<file path="src/rtl/mac_stream.sv">
// Pipelined multiply-accumulate over first/last framed packets.
// Stage 1 registers the product; stage 2 accumulates with optional saturation and emits the result.
module mac_stream #(
  parameter int A_W      = 8,
  parameter int B_W      = 8,
  parameter int ACC_W    = 24,
  parameter bit SIGNED   = 1'b0,
  parameter bit SATURATE = 1'b1
) (
  input  logic             clk,
  input  logic             rst,
  input  logic             in_valid,
  output logic             in_ready,
  input  logic             in_first,
  input  logic             in_last,
  input  logic [A_W-1:0]   a,
  input  logic [B_W-1:0]   b,
  input  logic [ACC_W-1:0] c,
  output logic             out_valid,
  input  logic             out_ready,
  output logic [ACC_W-1:0] y,
  output logic             ovf
);

  localparam int P_W = A_W + B_W;

  if (ACC_W < P_W) begin : g_width_check
    $error("mac_stream: ACC_W must be >= A_W+B_W");
  end

  // Clamp value for an overflowing sum; neg selects the signed minimum.
  function automatic logic [ACC_W-1:0] sat_value(input logic neg);
    logic [ACC_W-1:0] v;
    if (!SIGNED) begin
      v = {ACC_W{1'b1}};
    end else if (neg) begin
      v = {1'b1, {(ACC_W-1){1'b0}}};
    end else begin
      v = {1'b0, {(ACC_W-1){1'b1}}};
    end
    return v;
  endfunction

  logic             en_s;
  logic             accept_s;
  logic [P_W-1:0]   a_ext_s;
  logic [P_W-1:0]   b_ext_s;
  logic [P_W-1:0]   prod_s;
  logic             s1_valid_r;
  logic             s1_first_r;
  logic             s1_last_r;
  logic [P_W-1:0]   p_r;
  logic [ACC_W-1:0] s1_c_r;
  logic [ACC_W-1:0] acc_r;
  logic             pkt_ovf_r;
  logic [ACC_W-1:0] base_s;
  logic [ACC_W-1:0] p_ext_s;
  logic [ACC_W:0]   sum_s;
  logic             beat_ovf_s;
  logic [ACC_W-1:0] acc_next_s;
  logic             pkt_next_s;

  // Handshake and product: operands are extended to the full product width, so the low P_W bits are exact.
  always_comb begin
    en_s     = !(out_valid && !out_ready);
    in_ready = en_s && !rst;
    accept_s = in_valid && in_ready;
    if (SIGNED) begin
      a_ext_s = P_W'($signed(a));
      b_ext_s = P_W'($signed(b));
    end else begin
      a_ext_s = P_W'(a);
      b_ext_s = P_W'(b);
    end
    prod_s = a_ext_s * b_ext_s;
  end

  // Stage 1: multiply register plus beat framing and bias.
  always_ff @(posedge clk) begin
    if (rst) begin
      s1_valid_r <= 1'b0;
      s1_first_r <= 1'b0;
      s1_last_r  <= 1'b0;
      p_r        <= {P_W{1'b0}};
      s1_c_r     <= {ACC_W{1'b0}};
    end else if (en_s) begin
      s1_valid_r <= accept_s;
      s1_first_r <= in_first;
      s1_last_r  <= in_last;
      p_r        <= prod_s;
      s1_c_r     <= c;
    end
  end

  // Stage 2 arithmetic: one spare bit holds the unsigned carry.
  always_comb begin
    base_s = s1_first_r ? s1_c_r : acc_r;
    if (SIGNED) begin
      p_ext_s = ACC_W'($signed(p_r));
    end else begin
      p_ext_s = ACC_W'(p_r);
    end
    sum_s = {1'b0, base_s} + {1'b0, p_ext_s};
    if (SIGNED) begin
      beat_ovf_s = (base_s[ACC_W-1] == p_ext_s[ACC_W-1]) &&
                   (sum_s[ACC_W-1] != base_s[ACC_W-1]);
    end else begin
      beat_ovf_s = sum_s[ACC_W];
    end
    if (beat_ovf_s && SATURATE) begin
      acc_next_s = sat_value(base_s[ACC_W-1]);
    end else begin
      acc_next_s = sum_s[ACC_W-1:0];
    end
    pkt_next_s = (s1_first_r ? 1'b0 : pkt_ovf_r) | beat_ovf_s;
  end

  // Stage 2 state: accumulator, sticky packet overflow and the held output result.
  always_ff @(posedge clk) begin
    if (rst) begin
      acc_r     <= {ACC_W{1'b0}};
      pkt_ovf_r <= 1'b0;
      y         <= {ACC_W{1'b0}};
      ovf       <= 1'b0;
      out_valid <= 1'b0;
    end else begin
      if (en_s && s1_valid_r) begin
        acc_r     <= acc_next_s;
        pkt_ovf_r <= pkt_next_s;
      end
      if (en_s && s1_valid_r && s1_last_r) begin
        y         <= acc_next_s;
        ovf       <= pkt_next_s;
        out_valid <= 1'b1;
      end else if (out_valid && out_ready) begin
        out_valid <= 1'b0;
      end
    end
  end

endmodule
</file>
<file path="config.mk">
export PLATFORM = sky130hd
export DESIGN_NAME = mac_stream
export DESIGN_NICKNAME = d
export VERILOG_FILES = /design/src/rtl/mac_stream.sv
export SDC_FILE = /design/constraint.sdc
export NUM_CORES = 1
export LEC_CHECK = 0
export CAP_MARGIN = 20
export CORE_AREA = 3 3 156 158
export CTS_CLUSTER_SIZE = 24
export DETAILED_ROUTE_END_ITERATION = 8
export DIE_AREA = 0 0 159 161
export HOLD_SLACK_MARGIN = 0.03
export PLACE_DENSITY = 0.5
export SLEW_MARGIN = 40
export SYNTH_ARGS = -nofsm -noshare
export SYNTH_HDL_FRONTEND = slang
export SYNTH_SLANG_ARGS = --single-unit
</file>
<file path="constraint.sdc">
create_clock -name clk -period 12.7 [get_ports clk]
set_clock_uncertainty 0.1 [all_clocks]
set_input_delay 3.81 -clock clk [delete_from_list [all_inputs] [get_ports clk]]
set_output_delay 3.81 -clock clk [all_outputs]
set_load 0.01 [all_outputs]
</file>
==> results_dict.tcl <==
set metrics [dict create \
    yosys-top-cells-area "dfxtp_1, fa_1, ha_1" \
    portBuffers 72 \
    dp_hpwl_mm 12.95 \
    drtPass1Iterations 4 \
    grt_pass1_vias 5522 \
    routed_wl_mm 17.33 \
    fp.dieH_um 161 \
    grt_usage_pct 13.48 \
    final_common_cell "nand2_1" \
    timing.final.ws_setup_ps 3400 \
    synthCells 820 \
    final_cell_mix "nand2_1, dfxtp_1, nor2_1" \
    grt-ovfl-total 0 \
    core-area_um2 23260 \
    synth_ff_type "dfxtp_1" \
    boundaryPins 73 \
    setup_tns_ps 0 \
    critPathMaxFanout 41 \
    synth.distinct_cells 68 \
    initial_core_util_pct 29.46 \
    cp-end-kind "primary output" \
    cts_num_sinks 94 \
    drv_slew 0 \
    clk_pin_slew_ps 70 \
    cts_tree "done" \
    antenna_found_initial 0 \
    ctsResizeCount 0 \
    synth_xor_area_share_pct 3.067 \
    start_kind "primary input" \
    post_cts_buffers 0 \
    diodes 0 \
    p_leak_nw 3.342 \
    period_share_pct 73.23 \
    fillCellCount 2501 \
    die_w_um 159 \
    rrSetupSlack_ps 9210 \
    viasPerCell 4.742 \
    synth_area_um2 6854 \
    drc 0 \
    syn_nets 955 \
    grt_max_degree 64 \
    synth-seq-cells 94 \
    vias 5643 \
    gp_congestion 0.8097 \
    synthArstFlopShare_pct 0 \
    numCtsBuffers 9 \
    synth_top_family_by_area "simple AND/OR/NAND/NOR gates" \
    cts_buffer_depth 2 \
    critPathKind "primary input to primary output" \
    avgSynthCellArea_um2 8.359 \
    synth_compound_area_share_pct 16.89 \
    fin_nets 1001 \
    synth-simple-area-share_pct 22.33 \
    yosysWarnings 0 \
    max_freq_mhz 107.5 \
    synth_mux_area_share_pct 3.834 \
    peakVddDrop_mv 0.05370 \
    fp.dieArea_um2 25600 \
    powerDensity_nw_per_um2 132.3 \
    hold_violations 0 \
    slew_headroom_pct 52.96 \
    fin_crit_ps 9300 \
    ys_seq_area_share_pct 27.46 \
    root_buffer "clkbuf_16" \
    cap_viol_max_count 0 \
    tightestPinTransition_ps 703.9 \
    crit_required_ps 8790 \
    setup_viol 0 \
    ant_nets 0 \
    grt_pass1_wl_mm 28.21 \
    crit_arrival_ps 5390 \
    hold_class "flop to flop" \
    outcome "finished, final reports clean" \
    drive_gt1_share_pct 6.889 \
    grt_setup_unrepaired "false" \
    core.rowCount 56 \
    synth_fa_ha_area_share_pct 20.30 \
    insertion_delay_ps 360 \
    wl_per_cell_um 14.57 \
    synth_top_area_share_pct 27.46 \
    hold_buffers 0 \
    dp_slack_ps 3345 \
    drtIter0Drc 197 \
    synth_edf_count 0 \
    post-synth-top-area-cell "dfxtp_1" \
    htree_levels 3 \
    hold_slack_ps 349.4 \
    finalPower_mw 1.075 \
    area_growth_pct 18.49 \
]
==> metal layers <==
metal  share of wire, %  global-route usage [%]
met5                  0                       0
met4                1.6                   3.820
met3                3.6                   2.462
met2                 47                   22.87
met1                 48                   17.65
==> cell families (layout without fill, tap and decap cells) <==
group	count (synthesis)	after routing
AOI/OAI and AO/OA	171	171
adders and majority gates	89	89
buffers and inverters	101	152
and+or+nand+nor	317	317
DFF	94	94
muxes	24	24
xor gates and xnor gates	24	24
==> report_power, final <==
group / internal [mW] / switching [mW]
sequential: 0.325 / 0.0205
clock: 0.137 / 0.131
combinational: 0.204 / 0.256
total: 0.667 / 0.408
==> synthesized netlist by cell type, types with 10 or more instances <==
master and count:
o21ai_0 17, inv_1 57, nand3_1 10, fa_1 37, nor3_1 36, a21oi_1 62
nand2_1 101, a211oi_1 21, xnor2_1 14, xor2_1 10, a311oi_1 12, and2_1 50
nor2_1 77, clkbuf_1 30, mux2_2 18, dfxtp_1 94, ha_1 52
==> through the flow <==
stage	instance area (um^2)	cells	util, %
final	8122	1190	34.91
after floorplan	6854	820	-
after global placement	7828	1174	33.65
after global routing	8122	1190	34.91
after CTS	8122	1190	34.91
after detailed placement	7828	1174	33.65
==> final cells by class <==
| class | instances | area, um^2 | share of cell area (%) |
|---|---|---|---|
| multi-input cells | 625 | 4562 | 56.17 |
| flip-flops and latches | 94 | 1882 | 23.17 |
| repair buffers | 79 | 770.7 | 9.490 |
| well taps | 319 | 399.1 | 4.914 |
| clock buffers | 9 | 225.2 | 2.773 |
| inverters | 57 | 214.0 | 2.634 |
| clock inverters | 7 | 68.82 | 0.8473 |
==> final timing paths <==
path / start / endpoint / depth (start not counted)
max: out_ready / in_ready / 5
min: s1_c_r[7] / s1_c_r[7] / 2
max reg2reg: s1_first_r / acc_r[10] / 13
min reg2reg: s1_c_r[7] / s1_c_r[7] / 2
==> flip-flops by register name, indices dropped and copies added, names as in the netlist <==
register	cells
out_valid	1
s1_last_r	1
s1_first_r	1
y	24
s1_valid_r	1
pkt_ovf_r	1
s1_c_r	24
p_r	16
acc_r	24
ovf	1
==> worst max-delay path, cell delays in order <==
cell             delay [ps]
clkdlybuf4s50_1         460
nor2b_4                 120
buf_4                   390
nor2_1                  100
clkdlybuf4s50_1         500
(Power assumes the default switching activity.)
